`src/rtl/ysyx_25030085_pkg.sv`:
```
// Shared types and encodings for the ysyx_25030085 decode stage.
// Optional RV32M bundle fields are built when IDU_RV32M_EN is defined.
package ysyx_25030085_pkg;

   localparam int XLEN_DEF = 32;

   localparam logic [6:0] OPC_LUI    = 7'b0110111;
   localparam logic [6:0] OPC_AUIPC  = 7'b0010111;
   localparam logic [6:0] OPC_JAL    = 7'b1101111;
   localparam logic [6:0] OPC_JALR   = 7'b1100111;
   localparam logic [6:0] OPC_BRANCH = 7'b1100011;
   localparam logic [6:0] OPC_LOAD   = 7'b0000011;
   localparam logic [6:0] OPC_STORE  = 7'b0100011;
   localparam logic [6:0] OPC_OPIMM  = 7'b0010011;
   localparam logic [6:0] OPC_OP     = 7'b0110011;
   localparam logic [6:0] OPC_SYSTEM = 7'b1110011;

   localparam logic [6:0] F7_BASE = 7'b0000000;
   localparam logic [6:0] F7_ALT  = 7'b0100000;
   localparam logic [6:0] F7_MUL  = 7'b0000001;

   typedef enum logic [3:0] {
      ALU_ADD  = 4'h0, ALU_SLL = 4'h1, ALU_SLT = 4'h2,
      ALU_SLTU = 4'h3, ALU_XOR = 4'h4, ALU_SRA = 4'h5,
      ALU_SRL  = 4'h6, ALU_OR  = 4'h7, ALU_AND = 4'h8,
      ALU_PCI  = 4'h9, ALU_SUB = 4'hA
   } alu_op_e;

   typedef enum logic [2:0] {
      MEM_B = 3'd0, MEM_H = 3'd1, MEM_W = 3'd2,
      MEM_BU = 3'd4, MEM_HU = 3'd5
   } mem_op_e;

   typedef enum logic [2:0] {
      WB_ALU = 3'd0, WB_MEM = 3'd1, WB_PC4 = 3'd2,
      WB_IMM = 3'd3, WB_CSR = 3'd4
   } wb_sel_e;

   typedef enum logic [2:0] {
      BR_NONE = 3'd0, BR_BEQ = 3'd1, BR_BNE = 3'd2,
      BR_BLT = 3'd3, BR_BGE = 3'd4, BR_BLTU = 3'd5,
      BR_BGEU = 3'd6
   } br_type_e;

   typedef enum logic [1:0] {
      JMP_NONE = 2'b00, JMP_JAL = 2'b01, JMP_JALR = 2'b10
   } jump_e;

   typedef enum logic [1:0] {
      CSR_NONE = 2'd0, CSR_W = 2'd1, CSR_S = 2'd2
   } csr_op_e;

   typedef enum logic [2:0] {
      SYS_NONE = 3'd0, SYS_ECALL = 3'd1, SYS_EBREAK = 3'd2,
      SYS_MRET = 3'd3, SYS_ILL = 3'd4
   } sys_e;

   typedef enum logic {ST_RUN = 1'b0, ST_HALT = 1'b1} idu_state_e;

   typedef struct packed {
      logic [XLEN_DEF-1:0] pc;
      logic [4:0]          rs1;
      logic [4:0]          rs2;
      logic [4:0]          rd;
      logic [XLEN_DEF-1:0] imm;
      alu_op_e             alu_op;
      logic                alu_src;
      logic                mem_ren;
      logic                mem_wen;
      mem_op_e             mem_op;
      wb_sel_e             wb_sel;
      logic                reg_wen;
      br_type_e            br_type;
      jump_e               jump;
      csr_op_e             csr_op;
      logic [11:0]         csr_addr;
      sys_e                sys;
`ifdef IDU_RV32M_EN
      logic                mdu_en;
      logic [2:0]          mdu_op;
`endif
   } id_ex_t;

   function automatic logic [31:0] imm_i(input logic [31:0] i);
      return {{20{i[31]}}, i[31:20]};
   endfunction

   function automatic logic [31:0] imm_s(input logic [31:0] i);
      return {{20{i[31]}}, i[31:25], i[11:7]};
   endfunction

   function automatic logic [31:0] imm_b(input logic [31:0] i);
      return {{19{i[31]}}, i[31], i[7], i[30:25], i[11:8], 1'b0};
   endfunction

   function automatic logic [31:0] imm_u(input logic [31:0] i);
      return {i[31:12], 12'b0};
   endfunction

   function automatic logic [31:0] imm_j(input logic [31:0] i);
      return {{11{i[31]}}, i[31], i[19:12], i[20], i[30:21], 1'b0};
   endfunction

endpackage

```
`src/rtl/ysyx_25030085_idu_dec.sv`:
```
// Combinational RV32I(+M) decoder: {pc, inst} -> id_ex_t bundle.
// The M encodings are legal only when IDU_RV32M_EN is defined.
module ysyx_25030085_idu_dec
   import ysyx_25030085_pkg::*;
#(
   parameter logic [31:0] PC_BASE = 32'h8000_0000
) (
   input  logic [31:0] pc,
   input  logic [31:0] inst,
   output id_ex_t      dec
);

   logic [6:0]  opc;
   logic [2:0]  f3;
   logic [6:0]  f7;
   logic [4:0]  rd;
   logic [4:0]  rs1;
   logic [4:0]  rs2;
   logic [11:0] imm12;
   logic [31:0] shamt;
   logic        ill;
   id_ex_t      d;

   assign opc   = inst[6:0];
   assign f3    = inst[14:12];
   assign f7    = inst[31:25];
   assign rd    = inst[11:7];
   assign rs1   = inst[19:15];
   assign rs2   = inst[24:20];
   assign imm12 = inst[31:20];
   assign shamt = {27'b0, inst[24:20]};

   always_comb begin
      d      = '0;
      d.pc   = pc;
      ill    = 1'b0;
      unique case (1'b1)
         (opc == OPC_LUI): begin
            d.rd      = rd;
            d.imm     = imm_u(inst);
            d.alu_src = 1'b1;
            d.wb_sel  = WB_IMM;
         end
         (opc == OPC_AUIPC): begin
            d.rd      = rd;
            d.imm     = imm_u(inst);
            d.alu_op  = ALU_PCI;
            d.alu_src = 1'b1;
         end
         (opc == OPC_JAL): begin
            d.rd      = rd;
            d.imm     = imm_j(inst);
            d.alu_op  = ALU_PCI;
            d.alu_src = 1'b1;
            d.wb_sel  = WB_PC4;
            d.jump    = JMP_JAL;
         end
         (opc == OPC_JALR): begin
            ill       = (f3 != 3'b000);
            d.rd      = rd;
            d.rs1     = rs1;
            d.imm     = imm_i(inst);
            d.alu_src = 1'b1;
            d.wb_sel  = WB_PC4;
            d.jump    = JMP_JALR;
         end
         (opc == OPC_BRANCH): begin
            // ALU forms the target; the compare itself happens in EXU
            d.rs1     = rs1;
            d.rs2     = rs2;
            d.imm     = imm_b(inst);
            d.alu_op  = ALU_PCI;
            d.alu_src = 1'b1;
            unique case (f3)
               3'b000:  d.br_type = BR_BEQ;
               3'b001:  d.br_type = BR_BNE;
               3'b100:  d.br_type = BR_BLT;
               3'b101:  d.br_type = BR_BGE;
               3'b110:  d.br_type = BR_BLTU;
               3'b111:  d.br_type = BR_BGEU;
               default: ill = 1'b1;
            endcase
         end
         (opc == OPC_LOAD): begin
            ill       = (f3 == 3'b011) || (f3 == 3'b110) ||
                        (f3 == 3'b111);
            d.rd      = rd;
            d.rs1     = rs1;
            d.imm     = imm_i(inst);
            d.alu_src = 1'b1;
            d.mem_ren = 1'b1;
            d.mem_op  = mem_op_e'(f3);
            d.wb_sel  = WB_MEM;
         end
         (opc == OPC_STORE): begin
            ill       = (f3 > 3'b010);
            d.rs1     = rs1;
            d.rs2     = rs2;
            d.imm     = imm_s(inst);
            d.alu_src = 1'b1;
            d.mem_wen = 1'b1;
            d.mem_op  = mem_op_e'(f3);
         end
         (opc == OPC_OPIMM): begin
            d.rd      = rd;
            d.rs1     = rs1;
            d.imm     = imm_i(inst);
            d.alu_src = 1'b1;
            unique case (f3)
               3'b000: d.alu_op = ALU_ADD;
               3'b001: begin
                  d.alu_op = ALU_SLL;
                  d.imm    = shamt;
                  ill      = (f7 != F7_BASE);
               end
               3'b010: d.alu_op = ALU_SLT;
               3'b011: d.alu_op = ALU_SLTU;
               3'b100: d.alu_op = ALU_XOR;
               3'b101: begin
                  d.imm = shamt;
                  if (f7 == F7_BASE)
                     d.alu_op = ALU_SRL;
                  else if (f7 == F7_ALT)
                     d.alu_op = ALU_SRA;
                  else
                     ill = 1'b1;
               end
               3'b110: d.alu_op = ALU_OR;
               3'b111: d.alu_op = ALU_AND;
            endcase
         end
         (opc == OPC_OP): begin
            d.rd  = rd;
            d.rs1 = rs1;
            d.rs2 = rs2;
            if (f7 == F7_BASE) begin
               unique case (f3)
                  3'b000: d.alu_op = ALU_ADD;
                  3'b001: d.alu_op = ALU_SLL;
                  3'b010: d.alu_op = ALU_SLT;
                  3'b011: d.alu_op = ALU_SLTU;
                  3'b100: d.alu_op = ALU_XOR;
                  3'b101: d.alu_op = ALU_SRL;
                  3'b110: d.alu_op = ALU_OR;
                  3'b111: d.alu_op = ALU_AND;
               endcase
            end
            else if (f7 == F7_ALT && f3 == 3'b000)
               d.alu_op = ALU_SUB;
            else if (f7 == F7_ALT && f3 == 3'b101)
               d.alu_op = ALU_SRA;
`ifdef IDU_RV32M_EN
            else if (f7 == F7_MUL) begin
               d.mdu_en = 1'b1;
               d.mdu_op = f3;
            end
`endif
            else
               ill = 1'b1;
         end
         (opc == OPC_SYSTEM): begin
            unique case (f3)
               3'b000: begin
                  if (imm12 == 12'h000)
                     d.sys = SYS_ECALL;
                  else if (imm12 == 12'h001)
                     d.sys = SYS_EBREAK;
                  else if (imm12 == 12'h302)
                     d.sys = SYS_MRET;
                  else
                     ill = 1'b1;
               end
               3'b001, 3'b010: begin
                  d.rd       = rd;
                  d.rs1      = rs1;
                  d.wb_sel   = WB_CSR;
                  d.csr_addr = imm12;
                  d.csr_op   = (f3 == 3'b001) ? CSR_W : CSR_S;
               end
               default: ill = 1'b1;
            endcase
         end
         default: ill = 1'b1;
      endcase

      if (pc < PC_BASE)
         ill = 1'b1;

      // an illegal bundle carries only its pc and the trap code
      if (ill) begin
         d     = '0;
         d.pc  = pc;
         d.sys = SYS_ILL;
      end

      d.reg_wen = (d.rd != 5'd0);
   end

   assign dec = d;

endmodule

```
`src/rtl/ysyx_25030085_idu.sv`:
```
// Registered valid/ready decode stage with HALT state and accept counter.
// Define IDU_RV32M_EN to add the out_mdu_en/out_mdu_op ports and M decode.
module ysyx_25030085_idu
   import ysyx_25030085_pkg::*;
#(
   parameter int             XLEN    = XLEN_DEF,
   parameter logic [XLEN-1:0] PC_BASE = 32'h8000_0000,
   parameter int             CNT_W   = 32
) (
   input  logic             clock,
   input  logic             reset,
   input  logic             flush,
   input  logic             in_valid,
   output logic             in_ready,
   input  logic [XLEN-1:0]  in_pc,
   input  logic [31:0]      in_inst,
   output logic             out_valid,
   input  logic             out_ready,
   output logic [XLEN-1:0]  out_pc,
   output logic [4:0]       out_rs1,
   output logic [4:0]       out_rs2,
   output logic [4:0]       out_rd,
   output logic [XLEN-1:0]  out_imm,
   output logic [3:0]       out_alu_op,
   output logic             out_alu_src,
   output logic             out_mem_ren,
   output logic             out_mem_wen,
   output logic [2:0]       out_mem_op,
   output logic [2:0]       out_wb_sel,
   output logic             out_reg_wen,
   output logic [2:0]       out_br_type,
   output logic [1:0]       out_jump,
   output logic [1:0]       out_csr_op,
   output logic [11:0]      out_csr_addr,
   output logic [2:0]       out_sys,
`ifdef IDU_RV32M_EN
   output logic [2:0]       out_mdu_op,
   output logic             out_mdu_en,
`endif
   output logic             halted,
   output logic [CNT_W-1:0] dec_count
);

   idu_state_e       state;
   idu_state_e       state_n;
   id_ex_t           dec;
   id_ex_t           bun_q;
   logic             valid_q;
   logic [CNT_W-1:0] cnt_q;
   logic             accept;
   logic             stop_req;

   ysyx_25030085_idu_dec #(
      .PC_BASE (PC_BASE)
   ) u_dec (
      .pc   (in_pc),
      .inst (in_inst),
      .dec  (dec)
   );

   assign in_ready = (state == ST_RUN) &&
                     (!valid_q || out_ready) && !flush;
   assign accept   = in_valid && in_ready;
   assign stop_req = (dec.sys == SYS_EBREAK) ||
                     (dec.sys == SYS_ILL);

   always_ff @(posedge clock) begin
      if (reset)
         state <= ST_RUN;
      else
         state <= state_n;
   end

   always_comb begin
      state_n = state;
      unique case (state)
         ST_RUN:  if (accept && stop_req) state_n = ST_HALT;
         ST_HALT: state_n = ST_HALT;
      endcase
   end

   // flush is ignored in HALT so the last bundle still drains
   always_ff @(posedge clock) begin
      if (reset) begin
         valid_q <= 1'b0;
         bun_q   <= '0;
         cnt_q   <= '0;
      end
      else if (flush && state == ST_RUN) begin
         valid_q <= 1'b0;
      end
      else if (accept) begin
         valid_q <= 1'b1;
         bun_q   <= dec;
         cnt_q   <= cnt_q + CNT_W'(1);
      end
      else if (out_ready) begin
         valid_q <= 1'b0;
      end
   end

   assign out_valid    = valid_q;
   assign out_pc       = bun_q.pc;
   assign out_rs1      = bun_q.rs1;
   assign out_rs2      = bun_q.rs2;
   assign out_rd       = bun_q.rd;
   assign out_imm      = bun_q.imm;
   assign out_alu_op   = bun_q.alu_op;
   assign out_alu_src  = bun_q.alu_src;
   assign out_mem_ren  = bun_q.mem_ren;
   assign out_mem_wen  = bun_q.mem_wen;
   assign out_mem_op   = bun_q.mem_op;
   assign out_wb_sel   = bun_q.wb_sel;
   assign out_reg_wen  = bun_q.reg_wen;
   assign out_br_type  = bun_q.br_type;
   assign out_jump     = bun_q.jump;
   assign out_csr_op   = bun_q.csr_op;
   assign out_csr_addr = bun_q.csr_addr;
   assign out_sys      = bun_q.sys;
`ifdef IDU_RV32M_EN
   assign out_mdu_op   = bun_q.mdu_op;
   assign out_mdu_en   = bun_q.mdu_en;
`endif
   assign halted       = (state == ST_HALT);
   assign dec_count    = cnt_q;

endmodule

```
`config.mk`:
```
export PLATFORM = sky130hd
export DESIGN_NAME = ysyx_25030085_idu
export DESIGN_NICKNAME = d
export VERILOG_FILES = /design/src/rtl/ysyx_25030085_pkg.sv /design/src/rtl/ysyx_25030085_idu_dec.sv /design/src/rtl/ysyx_25030085_idu.sv
export SDC_FILE = /design/constraint.sdc
export NUM_CORES = 1
export LEC_CHECK = 0
export ABC_AREA = 1
export BUFFER_PORTS_ARGS = -buffer_cell sky130_fd_sc_hd__buf_2
export CAP_MARGIN = 15
export CELL_PAD_IN_SITES_DETAIL_PLACEMENT = 1
export CELL_PAD_IN_SITES_GLOBAL_PLACEMENT = 1
export CORE_MARGIN = 3
export CORE_UTILIZATION = 25
export CTS_CLUSTER_DIAMETER = 150
export DETAILED_ROUTE_END_ITERATION = 16
export GPL_ROUTABILITY_DRIVEN = 0
export PLACE_DENSITY_LB_ADDON = 0.1
export SKIP_CTS_REPAIR_TIMING = 1
export SLEW_MARGIN = 5
export SYNTH_ARGS = -nofsm -noshare
export SYNTH_HDL_FRONTEND = slang
export SYNTH_SLANG_ARGS = --single-unit
export TNS_END_PERCENT = 1
```
`constraint.sdc`:
```
create_clock -name clock -period 3.6 [get_ports clock]
set_clock_uncertainty 0.15 [all_clocks]
set_input_delay 0.36 -clock clock [delete_from_list [all_inputs] [get_ports clock]]
set_output_delay 0.36 -clock clock [all_outputs]
set_load 0.01 [all_outputs]
```
==> impl_results.md, run 1 <==
* First-pass GRT wire length at 44.9 mm
* Power per unit of standard cell area at 431 mW/mm²
* Number of nets in the synthesized netlist at 1,116
* #FFs+latches synth at 149
* Clock latency of the later-clocked register in the worst-skew pair at 0.42 ns
* Post-Synthesis Cells at 1,041
* Main synth FF type: sky130_fd_sc_hd__dfxtp_1
* FILL cells at 3,544
* Number of nets still failing antenna checks after routing at 0
* Required time of the critical path at 3.77 ns
* Detailed router's first-iteration violation count at 413
* Final setup margin at 0.928 ns
* Type of the most critical hold path: in -> reg
* Final count of negative-setup-slack endpoints at 0
* Least-Margin Pin Slew at 0.732 ns
* Main area contributors after synthesis: sky130_fd_sc_hd__dfxtp_1 (42%), sky130_fd_sc_hd__nand2_1 (16%), sky130_fd_sc_hd__a21oi_1 (9.9%), sky130_fd_sc_hd__nand3_1 (5.3%), sky130_fd_sc_hd__nor2_1 (4.2%)
* Number of synthesized flops with an enable pin at 0
* Number of max-cap violations at 0
* Critical Setup Path Class: reg -> reg
* Area of the mapped netlist at 0.00703 mm²
* Proportion of layout cells with a drive suffix above 1 at 22.9%
* Count of final max-slew check failures at 0
* Shortest clock period the worst path allows after layout at 2.67 ns
* Post-synthesis cell type with the largest combined area: sky130_fd_sc_hd__dfxtp_1
* IO Pins at 219
* GRT Overall Usage at 18.7%
* Number of antenna diodes at 0
* Inserted Clock Buffers at 17
* CP most frequent cell: sky130_fd_sc_hd__nor2_1
* Area of the die at 0.0302 mm²
* Clock Sinks at 149
* Maximum level of the CTS H-tree at 4
* Critical Path Sink Type: flop
* Die boundary height at 174 µm
* Worst Setup Start Kind: flop
* Number of global-route vias before repair at 7,718
* Kind of cell adding the most delay to the critical path: simple AND/OR/NAND/NOR gates
* CTS clk-pin slew, worst paths at 0.08 ns
* VDD IR-drop max at 0.000246 V
* Die extent in x at 174 µm
* Initial Util at 25.7%
* Clk buf depth at 2
* Total count of hold-check failures in the final report at 0
* Post-detailed-route via-to-cell ratio at 4.68
* Seq/Total Area, Yosys at 42.4%
* Relative slew slack at 51.1%
* Buffers plus inverters on the worst setup path at 0
* Detailed-router iteration count before antenna repair at 5
* Leading post-synthesis cells by instance count: sky130_fd_sc_hd__nand2_1 (299), sky130_fd_sc_hd__dfxtp_1 (149), sky130_fd_sc_hd__a21oi_1 (139), sky130_fd_sc_hd__nor2_1 (78), sky130_fd_sc_hd__nand3_1 (75)
* Run status: finished clean
* Static Leak at 3.91 nW
* Detailed-route DRC error count at 0
* Port buffer count at 218
* Layout area overhead at 29.1%
* Cell variety after synth at 35
* Wire length after detailed routing at 28.6 mm
* CTS tree: yes
* NumNets Final at 1,310
* YS warnings at 0
* Average wire length per cell after detail routing at 17.6 µm
* Slowest CP cell: sky130_fd_sc_hd__nand3_4
* Post-Route Setup TNS at 0 ns
* Core Region at 0.0273 mm²
* Total number of placement rows at 60
* Leftover overflow at the end of global routing at 0
* Clock root buffer: sky130_fd_sc_hd__clkbuf_16
* Slowest stage delay, CP at 0.45 ns
* Cells along the critical path: nor2_1 -> nand3_4 -> nor3_1 -> nand2_1 -> nor2_1 -> nand3_1 -> nor2_1 -> nand2_1 -> o21ai_1 -> nor2_1
* Mean post-synth cell area at 6.76 µm²
* Fmax at 374 MHz
* Top fanout value on the critical path at 38
* Area share of the largest cell type after synthesis at 42.4%
* Vias at 7,569
* CP arrival at 2.84 ns
* Antenna violations before repair at 0
* Setup slack after placement at 0.542 ns
* Half-perimeter wire length of the detailed placement result at 21.2 mm
* Maximum number of pins on one net before global-route repair at 61
* Setup repair after global routing missed its margin: no
* Final period utilization at 74.2%
* Most frequent cell after synthesis: sky130_fd_sc_hd__nand2_1
* Post-synth ARST share at 0%
cell families (layout without fill, tap and decap cells):
group | count (synthesis) | count (layout) | share of synthesized area (%)
xor gates and xnor gates | 10 | 10 | 1.25
adders and majority gates | 6 | 6 | 1.07
DFF | 149 | 149 | 42.4
buffers and inverters | 135 | 341 | 7.60
and+or+nand+nor | 530 | 530 | 32.0
AOI/OAI and AO/OA | 211 | 211 | 15.6
layer usage:
| layer | vias to the layer above | routed length (µm) | global-route usage, % |
|---|---|---|---|
| met1 | 3554 | 14000 | 25.9 |
| met2 | 179 | 12900 | 29.8 |
| met5 | - | 0 | 0 |
| met4 | 0 | 310 | 4.36 |
| met3 | 14 | 1400 | 3.85 |
| li1 | 3822 | - | - |
where the power goes:
part	leakage (nW)	total [mW]	switching, mW	internal, mW
sequential	1.20	1.69	0.0128	1.67
combinational	2.42	0.328	0.234	0.0935
clock	0.287	1.90	0.783	1.12
total	3.91	3.92	1.03	2.89
path summary, 6_finish.rpt:
check             endpoint  depth (start not counted)       start  slack, ns
min              out_valid                          2       flush       0.02
max          dec_count[16]                         10      halted       0.93
max reg2reg  dec_count[16]                         10      halted       0.93
min reg2reg     out_pc[20]                          2  out_pc[20]       0.31
per-stage QoR:
step | power (mW) | util, % | cells | hold slack, ns | area [µm²]
final | 3.92 | 33.2 | 1619 | 0.0186 | 9080
after global routing | 4.09 | 33.2 | 1619 | 0.0126 | 9080
after CTS | 4.00 | 33.2 | 1619 | -0.00299 | 9080
after detailed placement | 2.06 | 31.0 | 1588 | 0.302 | 8470
after global placement | 2.06 | 31.0 | 1588 | 0.299 | 8470
after floorplan | 1.90 | - | 1041 | 0.327 | 7030
sequential cells by signal, summed over array words and instances (netlist names), 4 cells and up:
register,count
dec_count,32
out_imm,32
out_pc,32
out_csr_addr,12
out_rd,5
out_rs1,5
out_rs2,5
out_alu_op,4
area by class of cell:
type                    count  area [µm²]  share of cell area [%]
clock inverters            13         175                    1.93
repair buffers            232        1200                    13.2
inverters                  78         295                    3.25
flip-flops and latches    149        2980                    32.9
multi-input cells         757        3520                    38.8
well taps                 372         465                    5.13
clock buffers              18         439                    4.84
cells in the final DEF, fill, tap and decap left out, types with 4 or more instances in the layout:
| cell type | n |
|---|---|
| sky130_fd_sc_hd__a21oi_1 | 139 |
| sky130_fd_sc_hd__nor2_1 | 78 |
| sky130_fd_sc_hd__buf_2 | 217 |
| sky130_fd_sc_hd__nand4_1 | 29 |
| sky130_fd_sc_hd__inv_2 | 12 |
| sky130_fd_sc_hd__clkinvlp_4 | 4 |
| sky130_fd_sc_hd__clkbuf_16 | 17 |
| sky130_fd_sc_hd__o21ai_0 | 47 |
| sky130_fd_sc_hd__nand3_1 | 75 |
| sky130_fd_sc_hd__xor2_1 | 9 |
| sky130_fd_sc_hd__dfxtp_1 | 149 |
| sky130_fd_sc_hd__inv_1 | 65 |
| sky130_fd_sc_hd__nor2_2 | 5 |
| sky130_fd_sc_hd__o21ai_1 | 7 |
| sky130_fd_sc_hd__ha_1 | 6 |
| sky130_fd_sc_hd__nor3_1 | 34 |
| sky130_fd_sc_hd__buf_4 | 15 |
| sky130_fd_sc_hd__nor4_1 | 5 |
| sky130_fd_sc_hd__nand2_1 | 299 |
(Power assumes the default switching activity.)
==> run 2, diff against run 1 <==
- clock period: 3.6 -> 2.4 ns (I/O delays scaled with it)
==> run 2 against run 1 <==
- non-clock buffer count is 72 higher
- first-iteration DRC count shrank 10%
- hold slack got worse by 0.011 ns
- via count increased by 5.2%
- clock power rose by 48%
- die area is the same
- routed wire length rose by 1.2%
- clock-buffer cell count unchanged
- power increased by 51%
- design area is 7.5% higher
- utilization up 2.5 points
- sequential cell count did not move
- largest power group unchanged
- highest routed layer unchanged
==> impl_results.md, run 2 (synthesized netlist as in run 1, its figures left out) <==
* Register-to-Register Setup Slack at 0.29 ns
* FILL cells at 3,497
* Post-Route Setup TNS at 0 ns
* Critical Path Sink Type: flop
* Total count of hold-check failures in the final report at 0
* Clk pwr share at 47.6%
* Relative slew slack at 50.0%
* Worst Setup Start Kind: input pin
* Core Region at 0.0273 mm²
* VDD IR-drop max at 0.000345 V
* Inserted Clock Buffers at 17
* Number of cells traversed by the worst register-to-register path at 11
* Final cell area excluding filler cells at 0.00976 mm²
* Shortest clock period the worst path allows after layout at 2.21 ns
* Initial Util at 25.7%
* Maximum level of the CTS H-tree at 4
* CP arrival at 2.36 ns
* Half-perimeter wire length of the detailed placement result at 21.1 mm
* Switching share of power at 27.1%
* Clock latency of the later-clocked register in the worst-skew pair at 0.42 ns
* Internal power of the cells at 4.32 mW
* Net Switching at 1.61 mW
* Most common cell after layout, fill and taps aside: sky130_fd_sc_hd__nand2_1
* Count of final max-slew check failures at 0
* Fmax at 452 MHz
* Total power draw at 5.92 mW
* Critical Setup Path Class: in -> reg
* Antenna violations before repair at 0
* Wire length after detailed routing at 28.9 mm
* Least-Margin Pin Slew at 0.749 ns
* Port buffer count at 218
* Run status: finished clean
* Detailed-route DRC error count at 0
* GRT Overall Usage at 18.5%
* Final setup margin at 0.186 ns
* Leftover overflow at the end of global routing at 0
* Type of the most critical hold path: in -> reg
* Portion of total power attributed to sequential cells at 42.7%
* Placed Cells at 1,619
* Area after detailed placement at 0.00874 mm²
* Combinational group share of total power at 9.7%
* Number of nets still failing antenna checks after routing at 0
* CTS clk-pin slew, worst paths at 0.07 ns
* NumNets Final at 1,382
* IO Pins at 219
* Commonest cells after routing, fill and taps aside: sky130_fd_sc_hd__nand2_1 (299), sky130_fd_sc_hd__buf_2 (217), sky130_fd_sc_hd__dfxtp_1 (149)
* Die extent in x at 174 µm
* Final count of negative-setup-slack endpoints at 0
* Layout area overhead at 38.8%
* Top fanout value on the critical path at 15
* Clk buf depth at 2
* Detailed-router iteration count before antenna repair at 5
* Number of global-route vias before repair at 7,725
* Beginning of the worst register-to-register path: dec_count[0]
* Average wire length per cell after detail routing at 17.1 µm
* Setup repair after global routing missed its margin: no
* Proportion of layout cells with a drive suffix above 1 at 24.1%
* Final period utilization at 92.3%
* Setup slack after placement at 0.0831 ns
* Die boundary height at 174 µm
* Detailed router's first-iteration violation count at 371
* R2r endpoint: dec_count[16]
* Post-detailed-route via-to-cell ratio at 4.71
* Hold depth at 3
* Launch instance of the worst min-delay path: in_inst[13]
* Static Leak at 4.27 nW
* Min-Delay Endpoint: out_mem_op[1]
* CTS tree: yes
* First-pass GRT wire length at 44.6 mm
* Required time of the critical path at 2.55 ns
* Final cell count without fillers at 1,692
* Maximum number of pins on one net before global-route repair at 128
* Clock Sinks at 149
* Clock root buffer: sky130_fd_sc_hd__clkbuf_16
* Total number of placement rows at 60
* Area of the die at 0.0302 mm²
* Number of antenna diodes at 0
* Number of max-cap violations at 0
* Vias at 7,964
* Power per unit of standard cell area at 607 mW/mm²
## run 2: worst max-delay path by stage
stage / end / cells past startpoint / from / slack, ns
CTS: out_rd[4] / 7 / out_valid / 0.12
detailed placement: out_rd[4] / 9 / out_ready / 0.08
finish: out_reg_wen / 14 / in_inst[22] / 0.19
global placement: out_reg_wen / 9 / out_ready / 0.1
floorplan: out_alu_op[0] / 14 / in_inst[13] / 0.39
global route: dec_count[29] / 12 / halted / 0.02
## run 2: area by class of cell
type | instances | area [µm²] | area share (%)
repair buffers | 304 | 1880 | 19.3
well taps | 372 | 465 | 4.77
inverters | 78 | 295 | 3.03
clock buffers | 18 | 439 | 4.50
multi-input cells | 757 | 3530 | 36.2
flip-flops and latches | 149 | 2980 | 30.6
clock inverters | 14 | 165 | 1.69
## run 2: power by group through the flow
stage	Sequential, mW	Clock, mW	Combinational (mW)
final	2.53	2.82	0.575
after global routing	2.54	3.00	0.637
after CTS	2.53	2.92	0.530
after detailed placement	2.59	0	0.528
after global placement	2.59	0	0.527
after floorplan	2.60	0	0.250
## run 2: worst max-delay path, stage by stage
cell and delay (ns):
sky130_fd_sc_hd__dlygate4sd3_1 0.54, sky130_fd_sc_hd__buf_2 0.13, sky130_fd_sc_hd__inv_1 0.05, sky130_fd_sc_hd__nand2_1 0.14, sky130_fd_sc_hd__nor2_1 0.05, sky130_fd_sc_hd__nand3_1 0.16
sky130_fd_sc_hd__nand3_1 0.12, sky130_fd_sc_hd__a21oi_1 0.31, sky130_fd_sc_hd__nor2_4 0.11, sky130_fd_sc_hd__buf_4 0.20, sky130_fd_sc_hd__o21ai_1 0.09, sky130_fd_sc_hd__nand2_1 0.07
sky130_fd_sc_hd__nor2_1 0.09, sky130_fd_sc_hd__nor2_1 0.04
## run 2: metrics by stage
stage,utilization [%],hold WS (ns)
2_1_floorplan,-,0.207
3_3_place_gp,32.0,0.299
3_5_place_dp,32.0,0.305
4_1_cts,34.2,-0.126
5_1_grt,35.7,0.0109
6_report,35.7,0.00760
## run 2: per-layer routing
| metal | vias up | track usage (%) | share of wire (%) |
|---|---|---|---|
| met4 | 0 | 4.29 | 1.3 |
| met5 | - | 0 | 0 |
| li1 | 3979 | - | - |
| met2 | 185 | 29.0 | 46 |
| met3 | 21 | 3.29 | 4.2 |
| met1 | 3779 | 26.5 | 49 |
==> run 3, diff against run 2 <==
- CORE_ASPECT_RATIO: not set -> 1.2
==> run 3 against run 2 <==
- the flow now finishes with violations (hold timing)
- global-route usage is 0.060 points lower
- critical path depth is the same
- register-to-register slack lost 0.04 ns
- clock-buffer cell count rose by 3
- sequential power barely moved
- via count decreased by 0.63%
- largest power group unchanged
- highest routed layer is now met5
==> impl_results.md, run 3 (synthesized netlist as in run 1, its figures left out) <==
* Run status: finished, violations left
* Violations in the final reports: hold timing
* Commonest cells after routing, fill and taps aside: sky130_fd_sc_hd__nand2_1 (299), sky130_fd_sc_hd__buf_2 (217), sky130_fd_sc_hd__dfxtp_1 (149)
* Number of antenna diodes at 0
* Slowest CP cell: sky130_fd_sc_hd__dlygate4sd3_1
* Critical Path Sink Type: flop
* Clock latency of the later-clocked register in the worst-skew pair at 0.43 ns
* GRT Overall Usage at 18.5%
* Relative slew slack at 61.6%
* Final count of negative-setup-slack endpoints at 0
* NumNets Final at 1,394
* Final cell area excluding filler cells at 0.00993 mm²
* Number of global-route vias before repair at 7,833
* Initial Util at 25.7%
* Power per unit of standard cell area at 610 mW/mm²
* CP arrival at 2.39 ns
* Area of the die at 0.0302 mm²
* Maximum level of the CTS H-tree at 4
* Maximum number of pins on one net before global-route repair at 91
* Final Core Density at 36.2%
* Final period utilization at 91.3%
* IO Pins at 219
* Critical Setup Path Class: in -> reg
* Number of nets still failing antenna checks after routing at 0
* Detailed router's first-iteration violation count at 305
* Post-Route Setup TNS at 0 ns
* Type of the most critical hold path: in -> reg
* Worst Setup Start Kind: input pin
* Cells along the critical path: dlygate4sd3_1 -> buf_2 -> inv_1 -> nand2_1 -> nor3_1 -> nand2_1 -> nand3_1 -> a21oi_1 -> buf_4 -> nor2_4 -> buf_12 -> buf_12 -> nand3_1 -> a21oi_1
* Setup repair after global routing missed its margin: no
* CTS tree: yes
* Count of final max-slew check failures at 0
* Wire length after detailed routing at 29.1 mm
* First-pass GRT wire length at 44.2 mm
* Area after detailed placement at 0.00888 mm²
* VDD IR-drop max at 0.000315 V
* Most common cell after layout, fill and taps aside: sky130_fd_sc_hd__nand2_1
* Leftover overflow at the end of global routing at 0
* Inserted Clock Buffers at 17
* Proportion of layout cells with a drive suffix above 1 at 24.8%
* Post-detailed-route via-to-cell ratio at 4.64
* CTS clk-pin slew, worst paths at 0.06 ns
* Required time of the critical path at 2.60 ns
* Total power draw at 6.06 mW
* Critical Path Start: in_inst[23]
* Antenna violations before repair at 1
* Clock root buffer: sky130_fd_sc_hd__clkbuf_16
* Vias at 7,914
* Beginning of the worst register-to-register path: dec_count[0]
* Launch instance of the worst min-delay path: in_inst[21]
* Detailed-router iteration count before antenna repair at 6
* Slowest stage delay, CP at 0.53 ns
* Total number of placement rows at 66
* Average wire length per cell after detail routing at 17.1 µm
* Worst slack on hold paths at -0.00650 ns
* Port buffer count at 218
* Clk buf depth at 2
* Detailed-route DRC error count at 0
* Die extent in x at 159 µm
* Fmax at 457 MHz
* Number of max-cap violations at 0
* Total count of hold-check failures in the final report at 2
* Die boundary height at 190 µm
* Static Leak at 4.34 nW
* Core Region at 0.0274 mm²
* Least-Margin Pin Slew at 0.576 ns
* Layout area overhead at 41.2%
* Half-perimeter wire length of the detailed placement result at 21.5 mm
* Clock Sinks at 149
* Top fanout value on the critical path at 24
* Shortest clock period the worst path allows after layout at 2.19 ns
[run 3: path summary, 6_finish.rpt]
| path | endpoint | slack [ns] | cells past startpoint |
|---|---|---|---|
| hold / removal | out_rs2[1] | -0.006 | 3 |
| setup reg to reg | dec_count[16] | 0.25 | 10 |
| setup / recovery | out_imm[21] | 0.21 | 14 |
| hold reg to reg | out_pc[15] | 0.31 | 2 |
[run 3: where the power goes]
part | internal [mW] | switching [mW] | total (mW) | leakage [nW]
registers | 2.51 | 0.0188 | 2.53 | 1.20
clock network | 1.83 | 1.11 | 2.94 | 0.310
logic | 0.220 | 0.370 | 0.590 | 2.83
[run 3: layout make-up]
cell class / instances / area [µm²]
sequential: 149 / 2980
fill: 3517 / 17500
clock buffer: 21 / 470
inverter: 78 / 295
multi-input combinational: 757 / 3530
clock inverter: 11 / 171
timing repair buffer: 316 / 2020
tap: 374 / 468
[run 3: per-stage QoR]
| step | setup WS (ns) | cells | hold WS [ns] |
|---|---|---|---|
| 2_1_floorplan | 0.395 | 1041 | 0.207 |
| 3_3_place_gp | 0.0706 | 1633 | 0.299 |
| 3_5_place_dp | 0.0747 | 1633 | 0.302 |
| 4_1_cts | 0.186 | 1665 | -0.123 |
| 5_1_grt | 0.0175 | 1706 | 0.00234 |
| 6_report | 0.210 | 1706 | -0.00650 |
[run 3: layer usage]
| metal | track usage [%] | wire length, µm | vias up |
|---|---|---|---|
| met5 | 0 | 13 | - |
| met4 | 4.82 | 355 | 2 |
| met3 | 3.38 | 877 | 22 |
| met2 | 33.4 | 14900 | 153 |
| met1 | 22.6 | 13000 | 3739 |
| li1 | - | - | 3998 |
[run 3: critical path, delay by kind of cell]
family / cells / cell delay (ns)
AND/OR/NAND/NOR: 6 / 0.70
AO/OA/AOI/OAI: 2 / 0.21
buffers and inverters: 6 / 1.22
